## config.mk

```make
export PLATFORM = sky130hd
export DESIGN_NAME = ll_fifo_arbiter
export DESIGN_NICKNAME = d
export VERILOG_FILES = /design/src/rtl/ll_fifo_pkg.sv /design/src/rtl/ll_rr_arbiter.sv /design/src/rtl/ll_fifo_arbiter.sv
export SDC_FILE = /design/constraint.sdc
export NUM_CORES = 1
export LEC_CHECK = 0
export ABC_AREA = 1
export ABC_CLOCK_PERIOD_IN_PS = 1900
export CAP_MARGIN = 5
export CORE_AREA = 2 2 39 41
export CTS_CLUSTER_DIAMETER = 60
export DETAILED_ROUTE_END_ITERATION = 16
export DIE_AREA = 0 0 41 43
export HOLD_SLACK_MARGIN = 0.06
export PLACE_DENSITY = 0.72
export SYNTH_ARGS = -nofsm -noshare
export SYNTH_HDL_FRONTEND = slang
export SYNTH_SLANG_ARGS = --single-unit
export TNS_END_PERCENT = 50
```

## constraint.sdc

```tcl
create_clock -name clk -period 1.9 [get_ports clk]
set_clock_uncertainty 0.1 [all_clocks]
set_input_delay 0.38 -clock clk [delete_from_list [all_inputs] [get_ports clk]]
set_output_delay 0.38 -clock clk [all_outputs]
set_load 0.1 [all_outputs]
```

## src/rtl/ll_fifo_pkg.sv

```systemverilog
`default_nettype none
// ============================================================================
// Module      : ll_fifo_pkg
// Description : Shared widths, output-stage state encoding and width helpers
//               for the linked-list FIFO arbiter.
// Revision    : 1.0 - initial release
// ============================================================================
package ll_fifo_pkg;

  // Output stage: IDLE presents nothing, HOLD presents a registered word
  localparam logic [0:0] c_IDLE = 1'b0;
  localparam logic [0:0] c_HOLD = 1'b1;

  // Buffer index width; occupancy counters use one more bit to reach DEPTH
  function automatic int ptr_width(input int depth);
    return $clog2(depth);
  endfunction

  // FIFO selector width, never narrower than one bit
  function automatic int sel_width(input int num_fifos);
    return (num_fifos > 1) ? $clog2(num_fifos) : 1;
  endfunction

endpackage
`default_nettype wire

```

## src/rtl/ll_rr_arbiter.sv

```systemverilog
`default_nettype none
// ============================================================================
// Module      : ll_rr_arbiter
// Description : Round-robin arbiter. Grants the first requesting index at or
//               after ptr (wrapping); returns one-hot grant and its index.
// Revision    : 1.0 - initial release
// ============================================================================
module ll_rr_arbiter #(
  parameter int N         = 1,
  parameter int SEL_WIDTH = 1
) (
  input  logic [N-1:0]         req,
  input  logic [SEL_WIDTH-1:0] ptr,
  output logic [N-1:0]         grant,
  output logic [SEL_WIDTH-1:0] idx,
  output logic                 any
);

  int w_cand;

  // Scan from ptr upward and take the first requester found
  always_comb begin
    grant  = '0;
    idx    = '0;
    any    = 1'b0;
    w_cand = 0;
    for (int k = 0; k < N; k++) begin
      w_cand = (int'(ptr) + k) % N;
      if (!any && req[w_cand]) begin
        any           = 1'b1;
        grant[w_cand] = 1'b1;
        idx           = SEL_WIDTH'(w_cand);
      end
    end
  end

endmodule
`default_nettype wire

```

## src/rtl/ll_fifo_arbiter.sv

```systemverilog
`default_nettype none
// ============================================================================
// Module      : ll_fifo_arbiter
// Description : Push/pop arbiter in front of a shared-buffer linked-list
//               FIFO. Round-robin push grants with per-FIFO quota, round-robin
//               drain into a one-word registered output stage.
// Revision    : 1.0 - initial release
// ============================================================================
module ll_fifo_arbiter
  import ll_fifo_pkg::*;
#(
  parameter int WIDTH     = 4,
  parameter int DEPTH     = 2,
  parameter int NUM_FIFOS = 1,
  parameter int QUOTA     = DEPTH
) (
  input  logic                             clk,
  input  logic                             rst,
  input  logic [NUM_FIFOS-1:0]             in_valid,
  input  logic [NUM_FIFOS*WIDTH-1:0]       in_data,
  output logic [NUM_FIFOS-1:0]             in_ready,
  output logic                             out_valid,
  input  logic                             out_ready,
  output logic [WIDTH-1:0]                 out_data,
  output logic [sel_width(NUM_FIFOS)-1:0]  out_sel,
  output logic                             ll_push,
  output logic                             ll_pop,
  output logic [sel_width(NUM_FIFOS)-1:0]  ll_push_sel,
  output logic [sel_width(NUM_FIFOS)-1:0]  ll_pop_sel,
  output logic [WIDTH-1:0]                 ll_data_in,
  input  logic                             ll_full,
  input  logic [NUM_FIFOS-1:0]             ll_empty,
  input  logic [WIDTH-1:0]                 ll_data_out
);

  localparam int PTR_WIDTH = ptr_width(DEPTH);
  localparam int SEL_WIDTH = sel_width(NUM_FIFOS);
  localparam int OCC_W     = PTR_WIDTH + 1;

  logic [OCC_W-1:0]     r_occ [NUM_FIFOS];
  logic [SEL_WIDTH-1:0] r_push_ptr;
  logic [SEL_WIDTH-1:0] r_pop_ptr;
  logic [0:0]           r_state;
  logic [0:0]           w_state_nxt;
  logic [WIDTH-1:0]     r_out_data;
  logic [SEL_WIDTH-1:0] r_out_sel;

  logic [NUM_FIFOS-1:0] w_push_req;
  logic [NUM_FIFOS-1:0] w_push_grant;
  logic [SEL_WIDTH-1:0] w_push_idx;
  logic                 w_push_any;
  logic [NUM_FIFOS-1:0] w_pop_req;
  logic [NUM_FIFOS-1:0] w_pop_grant;
  logic [SEL_WIDTH-1:0] w_pop_idx;
  logic                 w_pop_any;
  logic                 w_pop_allowed;

  // Push eligibility: valid, under quota, buffer not full this cycle
  for (genvar i = 0; i < NUM_FIFOS; i++) begin : g_req
    assign w_push_req[i] = in_valid[i] & (r_occ[i] < OCC_W'(QUOTA)) & ~ll_full & ~rst;
  end

  // Output register can take a word when empty or when it is being drained
  assign w_pop_allowed = (r_state == c_IDLE) | out_ready;
  assign w_pop_req     = ~ll_empty & {NUM_FIFOS{w_pop_allowed & ~rst}};

  ll_rr_arbiter #(.N(NUM_FIFOS), .SEL_WIDTH(SEL_WIDTH)) u_push_arb (
    .req   (w_push_req),
    .ptr   (r_push_ptr),
    .grant (w_push_grant),
    .idx   (w_push_idx),
    .any   (w_push_any)
  );

  ll_rr_arbiter #(.N(NUM_FIFOS), .SEL_WIDTH(SEL_WIDTH)) u_pop_arb (
    .req   (w_pop_req),
    .ptr   (r_pop_ptr),
    .grant (w_pop_grant),
    .idx   (w_pop_idx),
    .any   (w_pop_any)
  );

  assign in_ready    = w_push_grant;
  assign ll_push     = w_push_any;
  assign ll_push_sel = w_push_idx;
  assign ll_data_in  = in_data[int'(w_push_idx)*WIDTH +: WIDTH];
  assign ll_pop      = w_pop_any;
  assign ll_pop_sel  = w_pop_idx;

  // Round-robin pointers move just past the index that won
  always_ff @(posedge clk) begin
    if (rst) begin
      r_push_ptr <= '0;
      r_pop_ptr  <= '0;
    end else begin
      if (w_push_any)
        r_push_ptr <= SEL_WIDTH'((int'(w_push_idx) + 1) % NUM_FIFOS);
      if (w_pop_any)
        r_pop_ptr  <= SEL_WIDTH'((int'(w_pop_idx) + 1) % NUM_FIFOS);
    end
  end

  // Per-FIFO occupancy; a same-cycle push and pop cancel out
  always_ff @(posedge clk) begin
    if (rst) begin
      for (int i = 0; i < NUM_FIFOS; i++) r_occ[i] <= '0;
    end else begin
      for (int i = 0; i < NUM_FIFOS; i++)
        r_occ[i] <= r_occ[i] + OCC_W'(w_push_grant[i]) - OCC_W'(w_pop_grant[i]);
    end
  end

  // Output FSM state register
  always_ff @(posedge clk) begin
    if (rst) r_state <= c_IDLE;
    else     r_state <= w_state_nxt;
  end

  // Output FSM next state: a pop always lands in HOLD
  always_comb begin
    w_state_nxt = r_state;
    if (w_pop_any)
      w_state_nxt = c_HOLD;
    else if ((r_state == c_HOLD) && out_ready)
      w_state_nxt = c_IDLE;
  end

  // Output FSM outputs
  always_comb begin
    out_valid = (r_state == c_HOLD);
    out_data  = r_out_data;
    out_sel   = r_out_sel;
  end

  // Capture the popped head word; held otherwise so it stays stable in HOLD
  always_ff @(posedge clk) begin
    if (rst) begin
      r_out_data <= '0;
      r_out_sel  <= '0;
    end else if (w_pop_any) begin
      r_out_data <= ll_data_out;
      r_out_sel  <= w_pop_idx;
    end
  end

endmodule
`default_nettype wire

```

* Yosys cells after proc, flatten, opt, wreduce, memory -nomap -nowiden
Memories as Yosys holds them, arrays and structs flattened. Index checks and enable logic that the tools add are counted.
Operators by class: $add $sub $neg 2, $lt $le $gt $ge 1, mux-type cells 9, bitwise operators 10, reduce and logical (&&, ||, !) cells 3
Operators by type and width (number):
- 1-bit 2-to-1 mux | 8
- 1-bit AND | 5
- 1-bit NOT | 4
- 2-bit by 1-bit adder with 2-bit output | 1
- 2-bit less-than comparator (second input constant) | 1
- 2-bit 2-to-1 mux | 1
- 2-bit nonzero test | 1
- 2-bit OR reduction | 1
- 2-bit by 1-bit subtractor with 2-bit output | 1
- 1-bit logical AND | 1
- 1-bit OR | 1
Storage, ports and cells: flip-flop bits (word level) 5, bits in writable memories 2, bits of input ports 14, output and inout bits 15, word-level logic and storage cells 28, memories kept 1
Memories:
- r_occ | words 1, bits a word 2, read ports 1, clocked after memory_dff 0, write ports 1, line ll_fifo_arbiter.sv:40 | logic [OCC_W-1:0] r_occ [NUM_FIFOS];

* Longest topological paths before layout
An unclocked memory read counts as a cell.
depth after elaboration 9, depth in mapped cells 12, depth with buffers taken out 12

* Hierarchy
A second synthesis with hierarchy kept.
Second synthesis, totals: cells, all modules 63, area total of the unflattened synthesis 421.7 um^2
Modules (own cells, without submodules):
- ll_fifo_arbiter | times used 1, cells an instance 55, area each 369.1 um^2, sequential area each 160.2 um^2
- ll_rr_arbiter | times used 2, cells an instance 4, area each 26.3 um^2, sequential area each 0.0 um^2

* Worst setup path after synthesis
OpenSTA, ideal clock, no wires.
path type input to output, from input port rst, to output port ll_push, arrival time 3.228 ns, required time 1.420 ns, setup slack -1.808 ns, stages 4, path buffers 1, cells stage by stage inv_2 nand2_1 nor3_1 buf_4
On the way: cells in the longest elaborated chain, start to end 3
RTL lines:
- start: declaration | line ll_fifo_arbiter.sv:18 | input logic rst,
- 1-bit NOT | line ll_fifo_arbiter.sv:60 | assign w_push_req[i] = in_valid[i] & (r_occ[i] < OCC_W'(QUOTA)) & ~ll_full & ~rst;
- 1-bit AND | line ll_fifo_arbiter.sv:60
- 1-bit 2-to-1 mux
- end: declaration | line ll_fifo_arbiter.sv:26 | output logic ll_push,
No other way between the ends.

* Final worst setup path
from input port ll_full, to output port ll_push
On the way: cells in the longest elaborated chain, start to end 4
RTL lines:
- start: declaration | line ll_fifo_arbiter.sv:31 | input logic ll_full,
- 1-bit NOT | line ll_fifo_arbiter.sv:60
- 1-bit AND (2 in a row) | line ll_fifo_arbiter.sv:60
- 1-bit 2-to-1 mux | line ll_rr_arbiter.sv:29 | if (!any && req[w_cand]) begin
No other way between the ends.

==> results.md <==
Power and ir drop:
- The power per standard cell area is 690.6 mW/mm^2.
- The reported leakage power is 0.3904 nW.
- Per report_power, the clock group accounts for 24.6% of the total.
- In this run the power spent charging and discharging nets is 222.7 uW.
- Internal power comes to 333.0 uW.
- The completed layout was analyzed and its total power is 555.6 uW.
- The proportion of power drawn by flip-flops and latches is 30.9%.
- In this run switching power makes up 40.07% of total power.
- IR analysis of the VDD net gives a maximum drop of 0.4589 mV.
- The part of the total power dissipated in combinational logic is 44.5%.

Global route:
- The global-route layer with the greatest usage is met2.
- Global routing used 15.74% of the available met1 tracks.
- The via count of the first global-routing pass is 397.
- The pin count of the biggest net entering global routing is 7.
- The first-pass GRT wire length is 1.573 mm.
- The residual overflow from global routing is 0.
- The global-route met3 utilization is 2.094%.
- The number of antenna violations at the first check in global routing is 0.
- The routing usage on met2 is 20.94%.
- Global routing consumed, over all layers together, 12.93% of the routing resources.

Drt:
- The detailed router finished its first iteration with 5 violations.
- The number of vias after detailed routing is 419.
- The via density per instance is 4.149.
- The count of nets left with antenna violations after detail routing is 0.
- For this run, the detailed router's first-pass iteration total came to 4.
- The routed design has 963 um of wire.
- The final routed wire length divided by cell count is 9.535 um.
- The DRC violations left is 0.

Clock network:
- Clock-pin slew was measured on the worst setup and hold paths at 0.05 ns.
- The number of buffers created by CTS is 3.
- The largest buffer count on any clock path is 2.
- The CTS tree is built.
- The clock sink total is 7.
- The number of H-tree levels is 1.
- The later pin in the worst-skew pair is clocked with a latency of 0.25 ns.
- The tree is rooted in a sky130_fd_sc_hd__clkbuf_4.

Run status:
- The run finished with clean final reports.

Critical path:
- At the worst endpoint, the required time is 1.42 ns.
- The type of element capturing the critical path is an output port.
- The worst setup path is launched from a primary input.
- The type of the worst setup path is primary input to output port.
- The maximum fanout along the worst path is 2.
- At the worst endpoint, the arrival time is 1.30 ns.

Synth:
- The number of standard cells after synthesis is 59.
- The share of Yosys cell area claimed by the top area cell type is 34.67%.
- For this run, the number of Yosys warnings is 0.
- The netlist uses 13 different library cells.
- Sorting the synthesized cells by area gives the leading types as sky130_fd_sc_hd__dfxtp_1, sky130_fd_sc_hd__buf_4, sky130_fd_sc_hd__nand2_1, sky130_fd_sc_hd__inv_1, sky130_fd_sc_hd__ha_1.
- The part of the Yosys area used for sequential elements is 34.67%.
- The flop and latch count out of synthesis is 7.
- The cell accounting for the most synthesized area is sky130_fd_sc_hd__dfxtp_1.
- In this run the cell area of the synthesized design comes to 404.1 um^2.
- The synthesized area per cell is 6.850 um^2.

Timing:
- The top achievable clock speed is 0.5621 GHz.
- Final hold analysis gives a worst-case slack of 0.3694 ns.
- After layout, the worst path uses 93.63% of the clock period.
- Setup total negative slack on the finished layout was measured at 0 ns.
- Setup repair after global routing left no endpoint under its margin.
- The final count of pins violating max slew is 0.
- The total count of hold-check failures in the final report is 0.
- Setup violations remaining at the end of the flow were counted as 0.
- Counting I/O delays and the setup requirement, the final critical path takes 1.779 ns.

Placed design:
- The routability congestion estimate is 0.8310.
- In this run, placement finished with an instance count of 94.
- The placed instances occupy a cell area of 743.2 um^2.
- In this run the tool buffered the top-level ports with 17 buffer cells.
- The sum of net half-perimeters after detailed placement is 747.3 um.

Final layout:
- The post-route non-filler standard cell count is 101.
- The filler cell count is 131.
- 0 antenna diodes ended up in the layout.
- The final layout net count is 102.
- Cells with a size suffix above 1 make up 42.35% of the layout.
- The design area is 804.5 um^2.
- The area added between synthesis and finish is 99.07%.

Die:
- The die span in y is 43 um.
- The core area is 0.001384 mm^2.
- After floorplanning, the core was divided into 14 placement rows.
- During I/O placement, the number of pins put on the boundary was 29.
- The die boundary width is 41 um.
- The floorplan step defined a die boundary enclosing 0.001763 mm^2.
- Once the floorplan was initialized, standard cells occupied 29.20% of the core.

Min path:
- In this run the worst hold path is classified as primary input to flop.

Flow run:
- The tool flagged a number of max-cap violations equal to 0.
## cells in the mapped netlist
library cell / instances
sky130_fd_sc_hd__nand2_1: 13
sky130_fd_sc_hd__inv_1: 12
sky130_fd_sc_hd__buf_4: 8
sky130_fd_sc_hd__dfxtp_1: 7
sky130_fd_sc_hd__nor2_1: 6
sky130_fd_sc_hd__nand4_1: 4
sky130_fd_sc_hd__a21oi_1: 2
sky130_fd_sc_hd__ha_1: 2
sky130_fd_sc_hd__conb_1: 1
sky130_fd_sc_hd__inv_2: 1
sky130_fd_sc_hd__nand3_1: 1
sky130_fd_sc_hd__nand3_2: 1
sky130_fd_sc_hd__nor3_1: 1
## critical path, stage by stage
cell,delay (ns)
sky130_fd_sc_hd__clkdlybuf4s50_1,0.45
sky130_fd_sc_hd__nor3_4,0.16
sky130_fd_sc_hd__buf_6,0.14
sky130_fd_sc_hd__buf_12,0.16
## per-stage QoR
stage,setup slack (ns),utilization [%]
6_report,0.1210,58.14
5_1_grt,0.06127,58.14
4_1_cts,0.003267,56.96
3_5_place_dp,-0.1910,53.71
3_3_place_gp,-0.1629,53.71
2_1_floorplan,-0.3731,-
## final cells by class
type                            instances  area (um^2)  area share (%)
Sequential cell                         7        143.9           17.88
Inverter                               13        52.55           6.532
Tap cell                               16        20.02           2.488
Multi-Input combinational cell         33        219.0           27.22
Timing Repair Buffer                   28        342.8           42.61
Clock buffer                            4        26.28           3.266
## registers in the layout (all words and copies together) (netlist names)
register	flops
out_valid	1
r_occ	2
out_data	4
## power by group through the flow
stage               logic (mW)  clock network, mW  registers, mW
global placement         0.240                  0          0.174
global route             0.263              0.149          0.173
detailed placement       0.242                  0          0.175
CTS                      0.246              0.141          0.172
finish                   0.247              0.137          0.172
floorplan                0.147                  0          0.226
## layout by cell type, fill, tap and decap left out, types with 3 or more instances in the layout
cell / synthesis / final
sky130_fd_sc_hd__inv_2: 1 / 5
sky130_fd_sc_hd__buf_12: 0 / 8
sky130_fd_sc_hd__dfxtp_1: 7 / 6
sky130_fd_sc_hd__nand4_1: 4 / 4
sky130_fd_sc_hd__conb_1: 1 / 3
sky130_fd_sc_hd__inv_1: 12 / 7
sky130_fd_sc_hd__nand2_1: 13 / 10
sky130_fd_sc_hd__clkdlybuf4s50_1: 0 / 5
sky130_fd_sc_hd__buf_4: 8 / 9
sky130_fd_sc_hd__nor2_1: 6 / 6
sky130_fd_sc_hd__clkbuf_4: 0 / 3
## kinds of logic after synthesis
group | count (synthesis) | share of synthesized area [%]
simple gates | 26 | 28.79
buf+inv | 21 | 26.93
flops | 7 | 34.67
compound gates | 2 | 2.477
fa+ha+maj | 2 | 6.191
other cells | 1 | 0.9279
## per-layer routing
metal	up-vias	share of wire, %
met3	2	7.6
li1	222	-
met2	17	51
met4	0	0.73
met1	178	41
met5	-	0
## path summary, 6_finish.rpt
check              startpoint          end  slack (ns)  cells after the start
setup / recovery      ll_full      ll_push        0.12                      4
hold / removal       ll_empty    out_valid        0.37                      2
setup reg to reg    out_valid  r_occ[0][1]        0.37                     10
hold reg to reg   r_occ[0][1]  r_occ[0][1]        0.44                      2
## repair_timing
item / 4_1_cts / 5_1_grt
hold buffers: 0 / 0
endpoints found under the setup margin: 3 / 4
pin swaps: 1 / 1
resized for setup: 6 / 3
setup buffers: 2 / 1
No activity file was read; power rests on OpenSTA's default activity.
